===== config.mk =====
export PLATFORM = sky130hd
export DESIGN_NAME = dmem_mmio_ctrl
export DESIGN_NICKNAME = d
export VERILOG_FILES = /design/src/rtl/dmem_mmio_ctrl.sv
export SDC_FILE = /design/constraint.sdc
export NUM_CORES = 1
export LEC_CHECK = 0
export BUFFER_PORTS_ARGS = -buffer_cell sky130_fd_sc_hd__buf_2
export CAP_MARGIN = 20
export CORE_UTILIZATION = 50
export CTS_BUF_LIST = sky130_fd_sc_hd__clkbuf_16
export CTS_CLUSTER_DIAMETER = 200
export DETAILED_ROUTE_END_ITERATION = 8
export GPL_TIMING_DRIVEN = 0
export PLACE_DENSITY = 0.84
export SLEW_MARGIN = 20
export SYNTH_ARGS = -nofsm -noshare
export SYNTH_HDL_FRONTEND = slang
export SYNTH_SLANG_ARGS = --single-unit

===== constraint.sdc =====
create_clock -name clk -period 11.3 [get_ports clk]
set_input_delay 3.39 -clock clk [delete_from_list [all_inputs] [get_ports clk]]
set_output_delay 3.39 -clock clk [all_outputs]
set_load 0.05 [all_outputs]

===== src/rtl/dmem_mmio_ctrl.sv =====
// Data-side memory controller: routes core loads/stores to block RAM or UART MMIO registers.
// Latency: reads return on mem_dout one cycle after the request; dmem_* drive is combinational.
// Backpressure: mem_hold stalls a UART TX store while the TX FIFO is full; tx_valid/tx_ready drains it.
`timescale 1ns/1ps
module dmem_mmio_ctrl #(
   parameter int          DMEM_ADDR_W = 12,
   parameter int          TX_DEPTH    = 16,
   parameter logic [31:0] MMIO_TX     = 32'h8000_0000,
   parameter logic [31:0] MMIO_RX     = 32'h8000_0004,
   parameter logic [31:0] MMIO_STAT   = 32'h8000_0008
) (
   input  logic                   clk,
   input  logic                   Rst,
   input  logic [31:0]            mem_addr,
   input  logic [31:0]            mem_din,
   input  logic [3:0]             mem_en,
   input  logic                   mem_wea,
   input  logic                   mem_rea,
   output logic [31:0]            mem_dout,
   output logic                   mem_hold,
   output logic                   dmem_en,
   output logic [3:0]             dmem_we,
   output logic [DMEM_ADDR_W-1:0] dmem_addr,
   output logic [31:0]            dmem_din,
   input  logic [31:0]            dmem_dout,
   output logic [7:0]             tx_data,
   output logic                   tx_valid,
   input  logic                   tx_ready,
   input  logic [7:0]             rx_data,
   input  logic                   rx_valid
);

   localparam int PTR_W = $clog2(TX_DEPTH);
   localparam int CNT_W = PTR_W + 1;

   // Request decode; a simultaneous read+write is treated as a write.
   logic req, wr_req, rd_req, is_mmio;
   logic hit_tx, hit_rx, hit_stat;

   assign req      = (mem_wea | mem_rea) & (mem_en != 4'b0);
   assign wr_req   = req & mem_wea;
   assign rd_req   = req & mem_rea & ~mem_wea;
   assign is_mmio  = mem_addr[31];
   assign hit_tx   = is_mmio & (mem_addr == MMIO_TX);
   assign hit_rx   = is_mmio & (mem_addr == MMIO_RX);
   assign hit_stat = is_mmio & (mem_addr == MMIO_STAT);

   // Block RAM drive; upper address bits are dropped so DMEM aliases.
   assign dmem_en   = req & ~is_mmio;
   assign dmem_we   = mem_wea ? mem_en : 4'b0;
   assign dmem_addr = mem_addr[DMEM_ADDR_W+1:2];
   assign dmem_din  = mem_din;

   // TX FIFO state.
   logic [7:0]       tx_mem [TX_DEPTH];
   logic [PTR_W-1:0] wr_ptr, rd_ptr;
   logic [CNT_W-1:0] tx_cnt;
   logic             tx_full, tx_empty, wr_tx, push, pop;

   assign tx_full  = (tx_cnt == CNT_W'(TX_DEPTH));
   assign tx_empty = (tx_cnt == '0);
   assign wr_tx    = wr_req & hit_tx;
   assign mem_hold = wr_tx & tx_full;
   assign push     = wr_tx & mem_en[0] & ~tx_full;
   assign pop      = ~tx_empty & tx_ready;
   assign tx_valid = ~tx_empty;
   assign tx_data  = tx_mem[rd_ptr];

   // FIFO storage needs no reset; only occupied entries are ever presented.
   always_ff @(posedge clk) begin
      if (push)
         tx_mem[wr_ptr] <= mem_din[7:0];
   end

   // FIFO pointers and occupancy; simultaneous push/pop leaves the count alone.
   always_ff @(posedge clk) begin
      if (Rst) begin
         wr_ptr <= '0;
         rd_ptr <= '0;
         tx_cnt <= '0;
      end else begin
         if (push) wr_ptr <= wr_ptr + 1'b1;
         if (pop)  rd_ptr <= rd_ptr + 1'b1;
         case ({push, pop})
            2'b10:   tx_cnt <= tx_cnt + 1'b1;
            2'b01:   tx_cnt <= tx_cnt - 1'b1;
            default: tx_cnt <= tx_cnt;
         endcase
      end
   end

   // RX holding register.
   logic [7:0] rx_buf;
   logic       rx_full, rx_ovr, rd_rx, rd_stat, ovr_set;

   assign rd_rx   = rd_req & hit_rx;
   assign rd_stat = rd_req & hit_stat;
   // A byte arriving while full is lost unless a read drains the buffer that same cycle.
   assign ovr_set = rx_valid & rx_full & ~rd_rx;

   // Capture incoming bytes; a status read clears overrun unless a new one lands now.
   always_ff @(posedge clk) begin
      if (Rst) begin
         rx_buf  <= 8'h00;
         rx_full <= 1'b0;
         rx_ovr  <= 1'b0;
      end else begin
         if (rx_valid && (!rx_full || rd_rx)) begin
            rx_buf  <= rx_data;
            rx_full <= 1'b1;
         end else if (rd_rx) begin
            rx_full <= 1'b0;
         end
         if (ovr_set)
            rx_ovr <= 1'b1;
         else if (rd_stat)
            rx_ovr <= 1'b0;
      end
   end

   // MMIO read mux, sampled from pre-update state in the request cycle.
   logic [31:0] mmio_rdata;
   always_comb begin
      mmio_rdata = 32'h0;
      if (hit_rx && rx_full)
         mmio_rdata = {24'h0, rx_buf};
      else if (hit_stat)
         mmio_rdata = {27'h0, rx_ovr, rx_full, tx_full, tx_empty, 1'b0};
   end

   // Read return path: remember which source answers next cycle, and hold the last result.
   logic        rd_vld, rd_dmem;
   logic [31:0] mmio_q, dout_q;

   assign mem_dout = rd_vld ? (rd_dmem ? dmem_dout : mmio_q) : dout_q;

   // Register read-select and keep mem_dout stable between reads.
   always_ff @(posedge clk) begin
      if (Rst) begin
         rd_vld  <= 1'b0;
         rd_dmem <= 1'b0;
         mmio_q  <= 32'h0;
         dout_q  <= 32'h0;
      end else begin
         rd_vld  <= rd_req;
         rd_dmem <= rd_req & ~is_mmio;
         if (rd_req && is_mmio)
            mmio_q <= mmio_rdata;
         if (rd_vld)
            dout_q <= mem_dout;
      end
   end

endmodule


# --- Word level (Yosys, flattened, before mapping) ---
# Memories as Yosys holds them, arrays and structs flattened. A register that Yosys moved wholly into a read port is not among the register bits.
# Index checks and enable logic that the tools add are counted.
word_totals:
  reg_bits: 89
  ram_bits: 128
  inputBits: 114
  out_inout_bits: 91
  word_cells: 69
  memories: 1
op_classes:
  addsub: 4
  eq_ne: 6
  n_mux: 14
  n_bitwise: 24
  reduce_logical: 10
memory_table:
  columns: ["memory", "words", "width", "read_ports", "rd_ports_with_merged_regs", "write_ports", "line_no", "rtl"]
  rows:
  - ["tx_mem", 16, 8, 1, 1, 1, "55", "logic [7:0] tx_mem [TX_DEPTH];"]
op_table:
  columns: ["cell", "count"]
  rows:
  - ["$eq A32 B32 Y1 const B", 3]
  - ["$mux W32", 2]
  - ["$and A1 B1 Y1", 18]
  - ["$mux W4", 3]
  - ["$pmux W5 S2", 1]
  - ["$add A4 B1 Y4 const B", 2]
  - ["$mux W8", 1]
  - ["$mux W1", 6]
  - ["$reduce_bool A2 Y1", 3]
  - ["$add A5 B1 Y5 const B", 1]
  - ["$eq A5 B5 Y1 const B", 1]
  - ["$logic_not A5 Y1", 1]
  - ["$mux W5", 1]
  - ["$not A1 Y1", 5]
  - ["$sub A5 B1 Y5 const B", 1]
  - ["$reduce_bool A4 Y1", 1]
  - ["$logic_and A1 B1 Y1", 3]
  - ["$eq A2 B1 Y1 const B", 1]
  - ["$eq A2 B2 Y1 const B", 1]
  - ["$logic_not A1 Y1", 1]
  - ["$logic_or A1 B1 Y1", 1]
  - ["$or A1 B1 Y1", 1]

# --- Longest topological paths before layout ---
depth:
  depth_word: 8
  ltp_mapped: 14
  depth_no_buf: 12

# --- Worst setup path before layout ---
# No wires, ideal clock.
synth_path:
  path_kind: "input port to output port"
  startpoint: "input port mem_addr[9]"
  endpoint: "output port mem_hold"
  arrival_time_ps: 6027
  setup_slack_ps: 1883
  cell_stages: 5
  n_path_buf: 1
  path_cell_list: "nor4_2 nand4_2 nor3_1 clkbuf_1 nor4b_1"
synth_between:
  elab_chain_cells: 4
synth_rtl:
  columns: ["item", "line_no", "rtl"]
  rows:
  - ["from (decl)", "14", "input logic [31:0] mem_addr,"]
  - ["$eq A32 B32 Y1", "44", "assign hit_tx = is_mmio & (mem_addr == MMIO_TX);"]
  - ["$and A1 B1 Y1", "44", null]
  - ["$and A1 B1 Y1", "62", "assign wr_tx = wr_req & hit_tx;"]
  - ["$and A1 B1 Y1", "63", "assign mem_hold = wr_tx & tx_full;"]
  - ["to (decl)", "20", "output logic mem_hold,"]
# No other way between the ends.

# --- Worst setup path in the final report ---
layout_path:
  startpoint: "input port mem_addr[10]"
  endpoint: "output port mem_hold"
# Same word-level chain as after synthesis.

==> reports/qor.yml <==
tightest_slew_ns: 0.8227
clockRootBuffer: "clkbuf_16"
endpoint_kind: "primary output"
fmax_mhz: 116.2
clk_path_buf_depth: 2
skew_ns: 0.008803
dp_slack_ns: 2.671
drt_iter0_drc: 371
grt_pass1_vias: 5491
wl_um: 19870
arrival_ns: 5.22
io_pins: 205
rr_endpoint: "tx_cnt[4]"
netlist_instances: 622
die_w_um: 131.5
die_h_um: 131.5
yosys.area_share.simple_pct: 10.95
regToRegSetupSlack_ns: 7.82
final_max_slew_viol_count: 0
ctsHoldBuffers: 0
port_buffers: 180
holdPathStages: 2
cts_buffers: 17
first_pass_iters: 5
syn_nets: 744
regArea_um2: 5225
tns_ns: 0
avgSynthCellArea_um2: 13.49
rsz0062_at_grt: "false"
area_growth_pct: 21.64
grt_max_degree: 18
wl_per_cell_um: 18.90
synth_xor_area_share_pct: 0.8352
min_period_over_period_pct: 76.18
synth_cell_types: 43
final_cell_area_um2: 10200
async_flop_share_pct: 0
drc: 0
synth_top_family_by_area: "multiplexers"
hold_viol: 0
overflow: 0
p_leak_nw: 3.880
status: "completed"
crit_path_max_fanout: 10
ys_ff_latch: 197
worstPathRequired_ns: 7.91
vias: 5566
start_util_pct: 52.06
post_cts_resized: 0
ys_warn_count: 0
maxSlewHeadroom_pct: 44.95
core_area_um2: 16120
antenna_found_initial: 2
critPathKind: "primary input to primary output"
cts_htree_levels: 4
utilization_pct: 63.32
start_kind: "primary input"
whs_endpoint: "mmio_q[3]"
gp_congestion: 0.8843
synth-main-ff-cell: "edfxtp_1"
postRouteAntennaNets: 0
drive_above_1_share_pct: 37.41
post-dp-hpwl_um: 14260
path_clk_slew_ns: 0.07
multi_input_area_um2: 2608
rr_worst_depth: 14
layout_min_cycle_time_ns: 8.609
syn_area_um2: 8389
synth_mux_area_share_pct: 13.14
cts_tree: "yes"
grt_pass1_wl_um: 29890
clkLatencyLatePin_ns: 0.43
setup_viol: 0
num-nets-final: 943
post-cts-setup-buffer-count: 0
place_area_um2: 9580
maxCapViolCount: 0
hp-class: "register to register"
synth-edff-count: 128
cts_sinks: 197
synth_compound_area_share_pct: 4.728
holdCritStartpoint: "mmio_q[3]"
reg2reg_from: "tx_cnt[2]"
grt_usage_pct: 23.41
core.rowCount: 46
via_per_inst: 5.296
timing.hold.ws_ns: 0.4732
synthAdderAreaFrac_pct: 1.193
fin_ws_ns: 2.691
num-fill-cells: 1230
die_area_um2: 17300
power_density_nw_per_um2: 147.9
irDropWorstVdd_v: 0.0001084
seq_area_frac_synth_pct: 62.28
==> routing by layer <==
metal	share of wire, %	up-vias	GRT usage, %
met5	0	-	0
met4	1.9	0	8.140
met3	6.4	20	5.787
met2	55	244	43.74
met1	37	2697	25.54
li1	-	2605	-
==> stage by stage <==
step           cells  total power [mW]
2_1_floorplan    622            0.8614
5_1_grt         1051             1.549
3_5_place_dp    1018            0.9054
3_3_place_gp    1018            0.9037
6_report        1051             1.510
4_1_cts         1050             1.516
==> flip-flops by register name, summed over array words and instances, names as in the netlist, 4 cells and up, named ones only <==
name and cells:
tx_mem 128, tx_cnt 5, rx_buf 8, dout_q 32, rd_ptr 4, wr_ptr 4
mmio_q 8
==> worst max path at each step <==
stage,from,endpoint,slack [ns],cells after the start
floorplan,mem_addr[9],mem_hold,1.88,5
global placement,mem_addr[8],mem_hold,2.68,7
detailed placement,mem_addr[10],mem_hold,2.67,7
CTS,mem_addr[10],mem_hold,2.65,7
global route,mem_addr[10],mem_hold,2.50,7
finish,mem_addr[10],mem_hold,2.69,7
==> area by class of cell <==
class / count / share of cell area, %
diodes: 1 / 0.02452
clock inverters: 10 / 0.6989
clock buffers: 22 / 5.395
repair buffers: 180 / 8.828
inverters: 35 / 1.287
flip-flops and latches: 197 / 51.20
plain buffers: 73 / 4.365
multi-input cells: 317 / 25.55
well taps: 216 / 2.648
==> Yosys cell counts (2+ instances only) <==
master,number,area share (%)
edfxtp_1,128,46
nand3_1,7,0.42
nand4_1,5,0.37
clkbuf_1,21,0.94
o21ai_0,28,1.7
mux4_2,40,11
a32o_1,3,0.36
buf_1,3,0.13
nand2b_1,2,0.15
nor3_1,8,0.48
dfxtp_1,69,16
ha_1,8,1.2
or3_1,2,0.15
buf_4,44,3.9
nor4_1,5,0.37
nor2b_1,5,0.37
xor2_1,5,0.52
nor4b_2,2,0.36
nand2_1,45,2.0
mux2i_1,19,2.3
and2_1,39,2.9
or4_1,3,0.27
nor4_2,2,0.30
xnor2_1,3,0.31
and3_1,4,0.30
nor2_1,42,1.9
o22ai_1,2,0.15
inv_1,35,1.6
a21oi_1,24,1.4
o21a_1,2,0.18
buf_2,5,0.30
==> placed cells by master, fill, tap and decap left out, types with 21 or more instances in the layout <==
cell type,instances
buf_2,185
inv_1,35
dfxtp_1,69
o21ai_0,28
mux4_2,40
a21oi_1,24
clkbuf_1,21
edfxtp_1,128
nand2_1,45
buf_4,44
nor2_1,42
clkbuf_16,22
and2_1,39
==> logic make-up after synthesis <==
group	count (synthesis)
DFF	197
and+or+nand+nor	175
AOI/OAI and AO/OA	66
buffers and inverters	108
muxes	60
xor gates and xnor gates	8
adders and majority gates	8
==> critical path, stage by stage <==
cell and delay (ns):
buf_2 0.11, nor4_2 0.31, nand4_2 0.20, nor3_1 0.28, clkbuf_1 0.35, nor4b_1 0.25
buf_2 0.31
==> power by group <==
group | total, mW | internal, mW | switching [mW]
clock network | 0.620 | 0.358 | 0.263
registers | 0.771 | 0.769 | 0.00219
logic | 0.118 | 0.0376 | 0.0804
total | 1.51 | 1.16 | 0.345
Note: power is estimated with default switching activity, not from simulation.
